## config.mk

```make
export PLATFORM = sky130hd
export DESIGN_NAME = seg_s2p_rx
export DESIGN_NICKNAME = d
export VERILOG_FILES = /design/src/rtl/seg_pkg.sv /design/src/rtl/seg_glyph_dec.sv /design/src/rtl/seg_s2p_rx.sv
export SDC_FILE = /design/constraint.sdc
export NUM_CORES = 1
export LEC_CHECK = 0
export ABC_CLOCK_PERIOD_IN_PS = 1900
export CAP_MARGIN = 20
export CORE_ASPECT_RATIO = 0.9
export CORE_MARGIN = 2
export CORE_UTILIZATION = 55
export CTS_CLUSTER_SIZE = 28
export DETAILED_ROUTE_END_ITERATION = 10
export PLACE_DENSITY_LB_ADDON = 0.25
export SLEW_MARGIN = 10
export SYNTH_ARGS = -nofsm -noshare
export SYNTH_HDL_FRONTEND = slang
export SYNTH_SLANG_ARGS = --single-unit
```

## constraint.sdc

```tcl
create_clock -name clk -period 1.9 [get_ports clk]
set_clock_uncertainty 0.1 [all_clocks]
set_input_delay 0.57 -clock clk [delete_from_list [all_inputs] [get_ports clk]]
set_output_delay 0.57 -clock clk [all_outputs]
set_load 0.1 [all_outputs]
```

## src/rtl/seg_pkg.sv

```systemverilog
// Shared constants for the serial 7-segment frame receiver: frame size,
// active-low hex glyph table and the receive FSM state encoding.
package seg_pkg;

    localparam int FRAME_BITS = 64;

    // Active-low {g,f,e,d,c,b,a} for hex digits 0..F
    localparam logic [6:0] GLYPH [0:15] = '{
        7'h40, 7'h79, 7'h24, 7'h30, 7'h19, 7'h12, 7'h02, 7'h78,
        7'h00, 7'h10, 7'h08, 7'h03, 7'h46, 7'h21, 7'h06, 7'h0E
    };

    typedef enum logic [1:0] {
        ST_IDLE,
        ST_SHIFT,
        ST_LATCH
    } state_t;

endpackage

```

## src/rtl/seg_glyph_dec.sv

```systemverilog
// Maps one active-low 7-segment glyph back to its hex nibble; unknown
// patterns decode to nibble 0 with ok low.
module seg_glyph_dec (
    input  logic [6:0] glyph,
    output logic       ok,
    output logic [3:0] nibble
);
    import seg_pkg::*;

    always_comb begin
        ok     = 1'b0;
        nibble = 4'h0;
        for (int i = 0; i < 16; i++) begin
            if (glyph == GLYPH[i]) begin
                ok     = 1'b1;
                nibble = 4'(i);
            end
        end
    end

endmodule

```

## src/rtl/seg_s2p_rx.sv

```systemverilog
// Serial-to-parallel receiver for a 64-bit 7-segment display frame: samples
// the serial bus in the clk domain, latches on SEG_EN and decodes to hex.
module seg_s2p_rx #(
    parameter int SYNC_STAGES = 2,
    parameter int FRAME_BITS  = seg_pkg::FRAME_BITS
) (
    input  logic                    clk,
    input  logic                    RSTN,
    input  logic                    SEG_CLK,
    input  logic                    SEG_DT,
    input  logic                    SEG_EN,
    input  logic                    SEG_CLR,
    output logic [FRAME_BITS-1:0]   frame,
    output logic [FRAME_BITS/2-1:0] num,
    output logic [FRAME_BITS/8-1:0] point,
    output logic [FRAME_BITS/8-1:0] hex_ok,
    output logic                    frame_valid,
    output logic                    len_err
);
    import seg_pkg::*;

    localparam int DIGITS = FRAME_BITS / 8;

    // Bit order in each stage: {CLR, EN, DT, CLK}
    logic [SYNC_STAGES-1:0][3:0] sync_q;
    logic [3:0]                  prev_q;
    logic [3:0]                  sync_s;
    logic                        clk_rise, en_rise, dt_s, clr_n;
    logic                        unused_prev;

    always_ff @(posedge clk) begin
        if (!RSTN) begin
            sync_q <= '0;
            prev_q <= '0;
        end else begin
            sync_q <= {sync_q[SYNC_STAGES-2:0], {SEG_CLR, SEG_EN, SEG_DT, SEG_CLK}};
            prev_q <= sync_q[SYNC_STAGES-1];
        end
    end

    assign sync_s      = sync_q[SYNC_STAGES-1];
    assign clk_rise    = sync_s[0] & ~prev_q[0];
    assign dt_s        = sync_s[1];
    assign en_rise     = sync_s[2] & ~prev_q[2];
    assign clr_n       = sync_s[3];
    assign unused_prev = ^{prev_q[3], prev_q[1]};

    state_t state_q, state_d;

    always_ff @(posedge clk) begin
        if (!RSTN) state_q <= ST_IDLE;
        else       state_q <= state_d;
    end

    always_comb begin
        state_d = state_q;
        case (state_q)
            ST_IDLE: begin
                if (en_rise)       state_d = ST_LATCH;
                else if (clk_rise) state_d = ST_SHIFT;
            end
            ST_SHIFT: if (en_rise) state_d = ST_LATCH;
            ST_LATCH: state_d = ST_IDLE;
            default:  state_d = ST_IDLE;
        endcase
        if (!clr_n) state_d = ST_IDLE;
    end

    logic [FRAME_BITS-1:0]   shreg;
    logic [6:0]              bit_cnt;
    logic [DIGITS-1:0]       dec_ok;
    logic [DIGITS-1:0]       dec_dp;
    logic [FRAME_BITS/2-1:0] dec_num;

    for (genvar k = 0; k < DIGITS; k++) begin : g_dig
        seg_glyph_dec u_dec (
            .glyph  (shreg[8*k +: 7]),
            .ok     (dec_ok[k]),
            .nibble (dec_num[4*k +: 4])
        );
        assign dec_dp[k] = ~shreg[8*k+7];
    end

    // The LATCH cycle sees shreg after any shift from the cycle that raised
    // SEG_EN, so a coincident clock edge is already included.
    always_ff @(posedge clk) begin
        if (!RSTN) begin
            shreg       <= '1;
            bit_cnt     <= '0;
            frame       <= '1;
            num         <= '0;
            point       <= '0;
            hex_ok      <= '0;
            frame_valid <= 1'b0;
            len_err     <= 1'b0;
        end else begin
            frame_valid <= 1'b0;
            if (!clr_n) begin
                shreg   <= '1;
                bit_cnt <= '0;
            end else begin
                if (clk_rise) begin
                    shreg <= {shreg[FRAME_BITS-2:0], dt_s};
                    if (bit_cnt != 7'h7F) bit_cnt <= bit_cnt + 7'd1;
                end
                if (state_q == ST_LATCH) begin
                    frame       <= shreg;
                    num         <= dec_num;
                    point       <= dec_dp;
                    hex_ok      <= dec_ok;
                    frame_valid <= 1'b1;
                    bit_cnt     <= '0;
                    if (bit_cnt != 7'(FRAME_BITS)) len_err <= 1'b1;
                end
            end
        end
    end

endmodule
```

* Word level (Yosys, flattened, before mapping) *
Cells that the tools add are included.

storage, ports and cells
  output and inout bits = 114
  word-level logic and storage cells = 421
  bits in registers = 198

operators by class
  reduce and logical (&&, ||, !) cells = 15
  equal/unequal tests = 126
  muxes and demuxes = 253
  $add $sub $neg = 1
  bitwise operators = 14

operators with widths
  operator                                                                count
  4-bit 2-to-1 mux                                                        64
  7-bit equality test (second input constant)                             32
  7-bit by 5-bit equality test with 1-bit output (second input constant)  24
  7-bit by 6-bit equality test with 1-bit output (second input constant)  24
  1-bit 2-to-1 mux                                                        137
  7-bit by 2-bit equality test with 1-bit output (second input constant)  16
  7-bit by 4-bit equality test with 1-bit output (second input constant)  16
  3-bit 2-to-1 mux                                                        32
  7-bit by 3-bit equality test with 1-bit output (second input constant)  8
  7-bit zero test                                                         8
  2-bit 2-to-1 mux                                                        19
  7-bit inequality test (second input constant)                           2
  1-bit NOT                                                               12
  2-bit AND reduction                                                     4
  7-bit by 1-bit adder with 7-bit output (second input constant)          1
  2-bit case mux with 2 select lines                                      1
  3-bit inequality test (second input constant)                           1
  3-bit AND reduction                                                     1
  3-bit OR reduction                                                      1
  1-bit AND                                                               2
  2-bit by 1-bit equality test with 1-bit output (second input constant)  1
  2-bit equality test (second input constant)                             1
  2-bit zero test                                                         1
  2-bit inequality test (second input constant)                           1

* Logic depth before layout (Yosys ltp) *
Gate-level depths: netlist (run 1).

  word-level depth = 17
  mapped depth = 7

* Modules after synthesis *
Synthesis (run 1) repeated with hierarchy kept, for this count alone.

unflattened totals
  cells, all modules = 1275
  area, all modules = 9636.7 µm²

by module, submodules not included
  module         area each (µm²)  times used  cells an instance
  seg_s2p_rx     7004.2           1           835
  seg_glyph_dec  329.1            8           55

* Least setup slack after synthesis (run 1) *
No wires, ideal clock.

  path type = in2reg
  start point = input RSTN
  end point = register shreg[16]
  stages on the path = 6
  slack = 0.109 ns
  path buffers = 4
  arrival = 1.566 ns
  path through = clkbuf_1 > and2_0 > clkbuf_1 > clkbuf_1 > buf_2 > nand3_1

between the ends
  longest elaborated chain between the ends = 1

RTL lines
  element                               line               source
  start, declared                       seg_s2p_rx.sv:8    input logic RSTN,
  2-bit AND reduction (no source line)  n/a
  end signal, assigned                  seg_s2p_rx.sv:103  shreg <= {shreg[FRAME_BITS-2:0], dt_s};
  end, declared                         seg_s2p_rx.sv:69   logic [FRAME_BITS-1:0] shreg;

Every way passes these cells.
A chain may end at the register's enable or synchronous reset.

* Worst setup path in the final report (run 1) *
  start point = register shreg[52]
  end point = register num[26]

between the ends
  longest elaborated chain between the ends = 13

RTL lines
  element                                         line                 source
  7-bit by 5-bit equality test with 1-bit output  seg_glyph_dec.sv:14  if (glyph == GLYPH[i]) begin
  3-bit 2-to-1 mux (4 in a row)                   seg_glyph_dec.sv:14
  4-bit 2-to-1 mux (7 in a row)                   seg_glyph_dec.sv:14
  4-bit 2-to-1 mux (*)                            seg_glyph_dec.sv:14
  end signal, assigned                            seg_s2p_rx.sv:108    num <= dec_num;
  end, declared                                   seg_s2p_rx.sv:14     output logic [FRAME_BITS/2-1:0] num,

Mark *: on every way between the ends. The rest lies on a longest branch, timed or not.

==> results of run 1 <==
## per-stage QoR
| stage | worst slack [ns] | util [%] |
|---|---|---|
| after floorplan | 0.109 | - |
| after global placement | 0.0739 | 72.2 |
| after detailed placement | -0.0403 | 72.2 |
| after CTS | 0.0870 | 76.5 |
| after global routing | 0.000957 | 76.8 |
| final | 0.0616 | 76.8 |
## area by class of cell
class,instances,area share (%)
Clock buffer,19,3.66
Clock inverter,13,1.84
Inverter,12,0.364
Multi-Input combinational cell,859,37.7
Sequential cell,197,31.9
Tap cell,207,2.09
Timing Repair Buffer,172,22.5
## cell families (layout without fill, tap and decap cells)
group,after synthesis,in the layout
multiplexers,4,4
buffers and inverters,128,216
XOR/XNOR,16,16
AO/OA/AOI/OAI,212,212
AND/OR/NAND/NOR,625,625
adder cells (fa/ha/maj),2,2
flip-flops,197,197
## final timing paths
check              end       from  slack (ns)  cells past startpoint
max            num[26]  shreg[52]        0.06                      5
min          sync_s[3]  sync_q[3]        0.33                      1
max reg2reg    num[26]  shreg[52]        0.06                      5
min reg2reg  sync_s[3]  sync_q[3]        0.33                      1
## what timing repair did
action	4_1_cts	5_1_grt
pin swaps	0	0
setup buffers	2	0
endpoints found under the setup margin	1	10
gates resized for setup	0	10
## state kept, by name, summed over array words and instances, names as in the netlist
| signal | cells |
|---|---|
| sync_s | 4 |
| len_err | 1 |
| num | 32 |
| state_q | 2 |
| point | 8 |
| sync_q | 4 |
| shreg | 64 |
| bit_cnt | 7 |
| hex_ok | 8 |
| frame | 64 |
| prev_q | 2 |
| frame_valid | 1 |
## routing by layer
metal	up-vias	wire length, um	track usage (%)
met5	-	0	0
met4	0	455	8.38
li1	4276	-	-
met2	348	11400	43.6
met3	47	1410	5.86
met1	4249	10400	35.3
## power by group through the flow
stage	sequential (W)	clock, W	combinational, W
floorplan	0.00427	0	0.000166
global placement	0.00426	0	0.000232
detailed placement	0.00426	0	0.000238
CTS	0.00417	0.00415	0.000241
global route	0.00417	0.00433	0.000268
finish	0.00417	0.00412	0.000243
## placed cells by master, fill, tap and decap left out, drive strengths merged, types with 7 or more instances in the layout
cell type,count
nand2,262
dfxtp,197
buf,168
nand3,124
nor2,77
o21ai,58
a21oi,36
a31oi,27
nor2b,26
nor3,19
clkbuf,19
o211ai,18
nand4,16
and2,16
nand2b,13
nor3b,13
nor4,12
inv,12
and3,10
xnor2,9
a41oi,9
xor2,7
==> reports/metrics.csv, run 1 <==
stage,metric,value,unit
final_layout,n_diodes,0,
final_layout,multi-input logic area,4660,um2
pwr,total chip power,0.00854,W
logic_synthesis,Gate Count Post-Synth,1184,
worst_hold_path,Worst Hold Class,reg -> reg,
timing,final hold slack,0.331,ns
logic_synthesis,most frequent cell after synthesis,nand2_1,
clocking,clock sink total,197,
worst_setup_path,Critical Path Start Type,register,
logic_synthesis,Yosys top cell area share,43.5,%
routing,initial DRC count,922,
pwr,Net Sw Frac,20.7,%
logic_synthesis,Synth async-reset ratio,0,%
clocking,clk root buf,clkbuf_16,
clocking,H-tree depth,4,
timing,Final setup viols,0,
worst_setup_path,Buf/Inv on CP,1,
global_route,initial antenna violation count,0,
logic_synthesis,largest family of logic cells by synthesized area,simple AND/OR/NAND/NOR gates,
worst_setup_path,Setup crit end kind,register,
routing,vias per cell,6.03,
logic_synthesis,register area share after synthesis,43.5,%
logic_synthesis,Mapped Avg Cell Area,7.65,um2
worst_setup_path,Critical-path top delay cell,dfxtp_1,
pwr,Psw,0.00177,W
timing,Fin. Hold Viols,0,
run_status,status,completed,
placed_design,I/O Buffers,119,
logic_synthesis,Post-synth top cells,"262 x nand2_1, 197 x dfxtp_1, 124 x nand3_1",
worst_setup_path,"slowest stage delay, CP",0.54,ns
flow_run,max cap viols,0,
timing,min Tclk post-route,1.84,ns
pwr,combinational share of power,2.8,%
logic_synthesis,Area contributors post-synth,"dfxtp_1 44%, nand2_1 11%, nand3_1 6.8%",
worst_setup_path,Arrival @ worst endpoint,2.12,ns
placed_design,GPL Wtd Cong,0.936,
pwr,Lkg Pwr,5.16,nW
floorplan,area of the core,16100,um2
global_route,GRT Residual Overflow,0,
final_layout,Layout Cells excl Fill,1479,
floorplan,initial core utilization,56.2,%
pwr,Power Internal,0.00677,W
worst_setup_path,crit path cell chain,nand2_1 > nor4_1 > inv_1 > o21ai_1 > o221a_2,
timing,RSZ-0062 raised after global routing,false,
placed_design,# placed instances,1445,
placed_design,hpwl dp,15.3,mm
routing,Routed WL,23.7,mm
timing,Max Clock Freq,544,MHz
routing,Post-DRT Antenna Nets,0,
final_layout,number of fill cells,1102,
global_route,first-pass GRT wire length,39.5,mm
worst_setup_path,crit-path leading delay family,simple AND/OR/NAND/NOR gates,
final_layout,share of cells above drive strength 1,17.8,%
global_route,largest net degree at the start of global routing,65,
routing,DRC errors left,0,
worst_setup_path,critical path data required time,2.18,ns
logic_synthesis,Synth Area in XOR/XNOR,1.55,%
logic_synthesis,synth unique cells,76,
logic_synthesis,"Top FF cell, synth",dfxtp_1,
timing,Tightest Pin Transition,0.650,ns
routing,Pre-antenna DRT Iters,5,
logic_synthesis,"FF+latch count, synth",197,
clocking,CTS tree,yes,
logic_synthesis,post-synthesis compound-gate area fraction,15.6,%
logic_synthesis,post-synthesis simple-gate area fraction,33.0,%
logic_synthesis,post-synthesis adder-cell area fraction,0.276,%
worst_setup_path,CP Class,reg -> reg,
final_layout,FF/Latch Area,3950,um2
timing,period utilization,96.8,%
floorplan,die width,139,um
logic_synthesis,Post-Syn Area,9060,um2
timing,Rel. slew slack,56.6,%
pwr,Cell Pwr Density,689,nW/um2
pwr,Max IR drop VDD,0.735,mV
final_layout,design area,12400,um2
final_layout,Area Overhead vs Synth,36.7,%
pwr,Clk network pwr share,48.3,%
logic_synthesis,Yosys top cell by area,dfxtp_1,
floorplan,Die Ht,126,um
clocking,Clock Path Buffers,2,
logic_synthesis,mux contribution to synthesized area,0.470,%
logic_synthesis,syn nets,1192,
global_route,Total GRT Usage,26.6,%
floorplan,IO Pins,120,
routing,routed length per instance,16.0,um
timing,fin. max-slew vios,0,
timing,total negative slack,0,ns
routing,vias after detailed routing,8920,
floorplan,std cell rows,44,
worst_setup_path,CP Max Fanout,11,
global_route,vias in the first global route,8147,
logic_synthesis,Post-synth EDFFs,0,
final_layout,Layout Nets,1267,
pwr,Sequential Power Share,48.9,%
clocking,Clock transition at path regs,0.07,ns
logic_synthesis,YS warnings,0,
clocking,TritonCTS Buffers,17,
clocking,cts-stage hold buffer count,0,
clocking,worst skew pair latency,0.44,ns
floorplan,die area,17500,um2
placed_design,placed cell area,11600,um2
Note: power is estimated with default switching activity, not from simulation.
==> inputs of run 2 (changes only) <==
--- a/config.mk
+++ b/config.mk
@@ -7,7 +7,7 @@
 export LEC_CHECK = 0
 export ABC_CLOCK_PERIOD_IN_PS = 1900
 export CAP_MARGIN = 20
-export CORE_ASPECT_RATIO = 0.9
+export CORE_ASPECT_RATIO = 0.75
 export CORE_MARGIN = 2
 export CORE_UTILIZATION = 55
 export CTS_CLUSTER_SIZE = 28
==> run 2 against run 1 <==
Combinational power increased by 3%. Clock power decreased by 13%. Global-route usage rose by 0.31 points. Largest cell class unchanged.
==> reports/metrics.csv, run 2 (same netlist as run 1, synthesis figures left out) <==
stage,metric,value,unit
floorplan,Die Ht,115,um
worst_setup_path,CP Max Fanout,4,
final_layout,"most common cell after layout, fill and taps aside",nand2_1,
pwr,total chip power,0.00799,W
worst_setup_path,Register-to-Register Path Depth,5,
flow_run,max cap viols,0,
routing,DRC errors left,0,
timing,Rel. slew slack,63.6,%
global_route,GRT Residual Overflow,0,
clocking,clk root buf,clkbuf_16,
worst_hold_path,Worst Hold Class,reg -> reg,
floorplan,die area,17500,um2
worst_hold_path,hold endpoint,sync_s[2],
timing,period utilization,95.7,%
timing,Max Clock Freq,550,MHz
clocking,TritonCTS Buffers,17,
routing,routed length per instance,15.8,um
routing,vias after detailed routing,8772,
worst_setup_path,R2R Setup Slk,0.08,ns
floorplan,std cell rows,40,
timing,Final setup viols,0,
placed_design,hpwl dp,15.5,mm
clocking,CTS tree,yes,
final_layout,number of fill cells,1116,
global_route,largest net degree at the start of global routing,52,
routing,initial DRC count,668,
final_layout,Area Overhead vs Synth,35.4,%
global_route,initial antenna violation count,1,
global_route,Total GRT Usage,26.9,%
routing,Post-DRT Antenna Nets,0,
final_layout,share of cells above drive strength 1,17.2,%
worst_setup_path,CP Class,reg -> reg,
worst_hold_path,Worst Hold Depth,1,
pwr,Max IR drop VDD,0.705,mV
timing,Tightest Pin Transition,0.543,ns
final_layout,Top Registers,"frame x64, shreg x64, num x32",
floorplan,initial core utilization,56.4,%
worst_setup_path,critical path data required time,2.11,ns
routing,Pre-antenna DRT Iters,7,
worst_setup_path,Setup crit start,state_q[0],
placed_design,I/O Buffers,119,
routing,Routed WL,23.4,mm
pwr,Cell Pwr Density,652,nW/um2
final_layout,Layout Nets,1267,
worst_hold_path,HP Start,sync_q[2],
final_layout,FF/Latch Area,3950,um2
worst_setup_path,Critical Path Start Type,register,
final_layout,most frequent cells in the layout,"262 x nand2_1, 195 x dfxtp_1, 124 x nand3_1",
run_status,status,completed,
clocking,Clock transition at path regs,0.07,ns
floorplan,die width,152,um
global_route,first-pass GRT wire length,39.6,mm
clocking,Clock Path Buffers,2,
routing,vias per cell,5.92,
floorplan,area of the core,16100,um2
clocking,worst skew pair latency,0.43,ns
timing,min Tclk post-route,1.82,ns
clocking,cts-stage hold buffer count,0,
clocking,H-tree depth,4,
worst_setup_path,Setup crit end kind,register,
global_route,vias in the first global route,8036,
worst_setup_path,Reg-to-Reg Start,state_q[0],
final_layout,Util after Layout,76.3,%
timing,Fin. Hold Viols,0,
timing,fin. max-slew vios,0,
floorplan,IO Pins,120,
clocking,clock sink total,197,
final_layout,multi-input logic area,4630,um2
placed_design,GPL Wtd Cong,0.943,
pwr,Lkg Pwr,5.12,nW
worst_setup_path,Arrival @ worst endpoint,2.03,ns
worst_setup_path,worst reg2reg path endpoint,hex_ok[0],
final_layout,n_diodes,0,
## run 2: timing repair
action,in CTS,in global routing
buffers inserted,0,0
resized for setup,0,4
endpoints found under the setup margin,0,6
## run 2: worst max path at each step
stage,slack (ns),end,cells after the start
after floorplan,0.11,shreg[16],6
after global placement,0.08,hex_ok[0],5
after detailed placement,0.07,hex_ok[0],5
after CTS,0.03,hex_ok[0],5
after global routing,-0.03,hex_ok[0],5
final,0.08,hex_ok[0],5
## run 2: power breakdown
group	total (W)	internal [W]	switching, W
combinational	0.000250	0.0000919	0.000158
clock	0.00357	0.00201	0.00155
sequential	0.00417	0.00415	0.0000242
## run 2: cell type report
cell class	instances	area share (%)
Clock inverter	7	0.561
Multi-Input combinational cell	859	37.8
Inverter	12	0.367
Tap cell	210	2.14
Sequential cell	197	32.2
Timing Repair Buffer	172	22.8
Clock buffer	25	4.20
## run 2: worst max-delay path, stage by stage (launching register included)
cell	delay [ns]
dfxtp_1	0.35
nand3b_1	0.25
buf_4	0.20
a2111oi_2	0.48
o21a_1	0.22
a41oi_1	0.10
## run 2: metal layers
layer	vias to the layer above	track usage, %	routed length, um
met5	-	0	16
met4	2	7.17	268
met3	30	6.11	1590
met2	329	42.3	10700
met1	4132	37.8	10800
li1	4279	-	-
## run 2: through the flow
stage               area, um2  setup slack [ns]  hold WS, ns  cells  setup TNS, ns
floorplan                9060             0.109        0.312   1184              0
detailed placement      11700            0.0750        0.326   1450              0
CTS                     12300            0.0300        0.333   1482              0
finish                  12300            0.0824        0.333   1482              0
global placement        11700            0.0782        0.316   1450              0
global route            12300           -0.0260        0.350   1482        -0.0260
==> inputs of run 3 (changes only) <==
--- a/config.mk
+++ b/config.mk
@@ -10,7 +10,7 @@
 export CORE_ASPECT_RATIO = 0.75
 export CORE_MARGIN = 2
 export CORE_UTILIZATION = 55
-export CTS_CLUSTER_SIZE = 28
+export CTS_CLUSTER_SIZE = 10
 export DETAILED_ROUTE_END_ITERATION = 10
 export PLACE_DENSITY_LB_ADDON = 0.25
 export SLEW_MARGIN = 10
==> constraint.sdc (replaced) <==
create_clock -name clk -period 1.9 [get_ports clk]
set_clock_uncertainty 0.1 [all_clocks]
set_input_delay 0.38 -clock clk [delete_from_list [all_inputs] [get_ports clk]]
set_output_delay 0.38 -clock clk [all_outputs]
set_load 0.1 [all_outputs]
==> run 3 against run 2 <==
Wire length fell by 2.4%. Sequential power about the same. Combinational power about the same. Critical path depth fell by 1. Register-to-register slack gained 0.06 ns. Fmax increased by 3.3%. Clock power is 2% lower. Flip-flop and latch count did not move. Critical path type unchanged.
==> reports/metrics.csv, run 3 (same netlist as run 1, synthesis figures left out) <==
stage,metric,value,unit
placed_design,hpwl dp,15.0,mm
routing,Post-DRT Antenna Nets,0,
global_route,GRT Residual Overflow,0,
clocking,CTS tree,yes,
worst_setup_path,critical path data required time,2.17,ns
worst_setup_path,crit-path leading delay family,compound AO/OA/AOI/OAI gates,
global_route,largest net degree at the start of global routing,124,
final_layout,number of fill cells,1162,
clocking,Clock transition at path regs,0.07,ns
final_layout,design area,12200,um2
placed_design,placed cell area,11700,um2
final_layout,share of cells above drive strength 1,17.4,%
clocking,setup bufs post-CTS,0,
routing,Routed WL,22.8,mm
clocking,clk root buf,clkbuf_16,
clocking,TritonCTS Buffers,17,
clocking,H-tree depth,4,
floorplan,initial core utilization,56.4,%
floorplan,IO Pins,120,
global_route,initial antenna violation count,0,
final_layout,most frequent cells in the layout,"262 x nand2_1, 194 x dfxtp_1, 124 x nand3_1",
placed_design,I/O Buffers,119,
worst_setup_path,Critical Path Start Type,register,
timing,Max Clock Freq,568,MHz
clocking,worst skew pair latency,0.44,ns
pwr,Lkg Pwr,5.10,nW
timing,period utilization,92.6,%
placed_design,GPL Wtd Cong,0.925,
worst_setup_path,Crit path top cell by count,a31oi_1,
global_route,Total GRT Usage,26.2,%
final_layout,Layout Nets,1266,
floorplan,die width,152,um
run_status,status,completed,
clocking,clock sink total,197,
final_layout,n_diodes,0,
worst_hold_path,Worst Hold Class,in -> reg,
worst_setup_path,CP Max Fanout,11,
floorplan,area of the core,16100,um2
final_layout,"most common cell after layout, fill and taps aside",nand2_1,
clocking,Clock Path Buffers,2,
worst_setup_path,"slowest stage delay, CP",0.49,ns
floorplan,die area,17500,um2
timing,Rel. slew slack,54.9,%
routing,routed length per instance,15.4,um
routing,DRC errors left,0,
timing,fin. max-slew vios,0,
timing,min Tclk post-route,1.76,ns
floorplan,std cell rows,40,
pwr,Max IR drop VDD,0.524,mV
worst_setup_path,Buf/Inv on CP,0,
timing,final hold slack,0.112,ns
floorplan,Die Ht,115,um
worst_setup_path,Setup crit end kind,register,
worst_setup_path,Arrival @ worst endpoint,2.03,ns
pwr,Cell Pwr Density,646,nW/um2
worst_setup_path,Critical-path top delay cell,a2111oi_1,
routing,Pre-antenna DRT Iters,5,
routing,vias after detailed routing,8667,
timing,Tightest Pin Transition,0.676,ns
global_route,first-pass GRT wire length,38.7,mm
routing,vias per cell,5.85,
worst_setup_path,CP Class,reg -> reg,
global_route,vias in the first global route,7867,
routing,initial DRC count,793,
worst_setup_path,crit path cell chain,or3_1 > a2111oi_1 > a31oi_1 > a31oi_1,
timing,Final setup viols,0,
flow_run,max cap viols,0,
final_layout,Top Registers,"frame x64, shreg x64, num x32",
timing,Fin. Hold Viols,0,
final_layout,Area Overhead vs Synth,35.2,%
run 3: cell types whose count changed in the layout (fill, tap and decap cells not counted), sizes merged:
cell / previous run / this run
inv: 12 / 21
clkbuf: 25 / 17
clkinv: 4 / 2
buf: 168 / 167
clkinvlp: 2 / 3
run 3: layout make-up:
| class | instances | area (um2) | area share [%] |
|---|---|---|---|
| clock buffer | 17 | 425 | 3.47 |
| clock inverter | 15 | 141 | 1.15 |
| inverter | 12 | 45.0 | 0.368 |
| multi-input combinational | 859 | 4640 | 37.9 |
| sequential | 197 | 3950 | 32.2 |
| tap | 210 | 263 | 2.15 |
| timing repair buffer | 171 | 2780 | 22.7 |
run 3: per-stage QoR:
step                      total power (W)  std cells  worst slack (ns)  utilization, %  TNS (ns)
after detailed placement          0.00451       1449             0.127            72.6         0
after CTS                         0.00797       1481            0.0430            76.1         0
after global placement            0.00450       1449             0.163            72.6         0
final                             0.00791       1481             0.140            76.2         0
after floorplan                   0.00443       1184             0.299               -         0
after global routing              0.00819       1481           -0.0129            76.2   -0.0129
run 3: path summary, 6_finish.rpt:
path              from         to  slack, ns  cells past startpoint
max reg2reg  shreg[19]  hex_ok[2]       0.14                      4
min reg2reg  sync_q[3]  sync_s[3]       0.34                      1
max          shreg[19]  hex_ok[2]       0.14                      4
min               RSTN  sync_s[3]       0.11                      2
run 3: report_power, final:
part	leakage, nW	total (W)	internal [W]	switching [W]
Clock	0.273	0.00350	0.00184	0.00166
Sequential	1.59	0.00417	0.00415	0.0000235
Combinational	3.23	0.000247	0.0000872	0.000160
run 3: what timing repair did:
| item | in CTS | in global routing |
|---|---|---|
| resized for setup | 0 | 7 |
| hold buffers | 0 | 0 |
| endpoints found under the setup margin | 0 | 9 |
run 3: metal layers:
layer	vias up	track usage, %	wire, um
li1	4269	-	-
met1	4097	38.3	10900
met2	272	39.2	10200
met3	29	5.77	1410
met4	0	7.41	314
met5	-	0	0
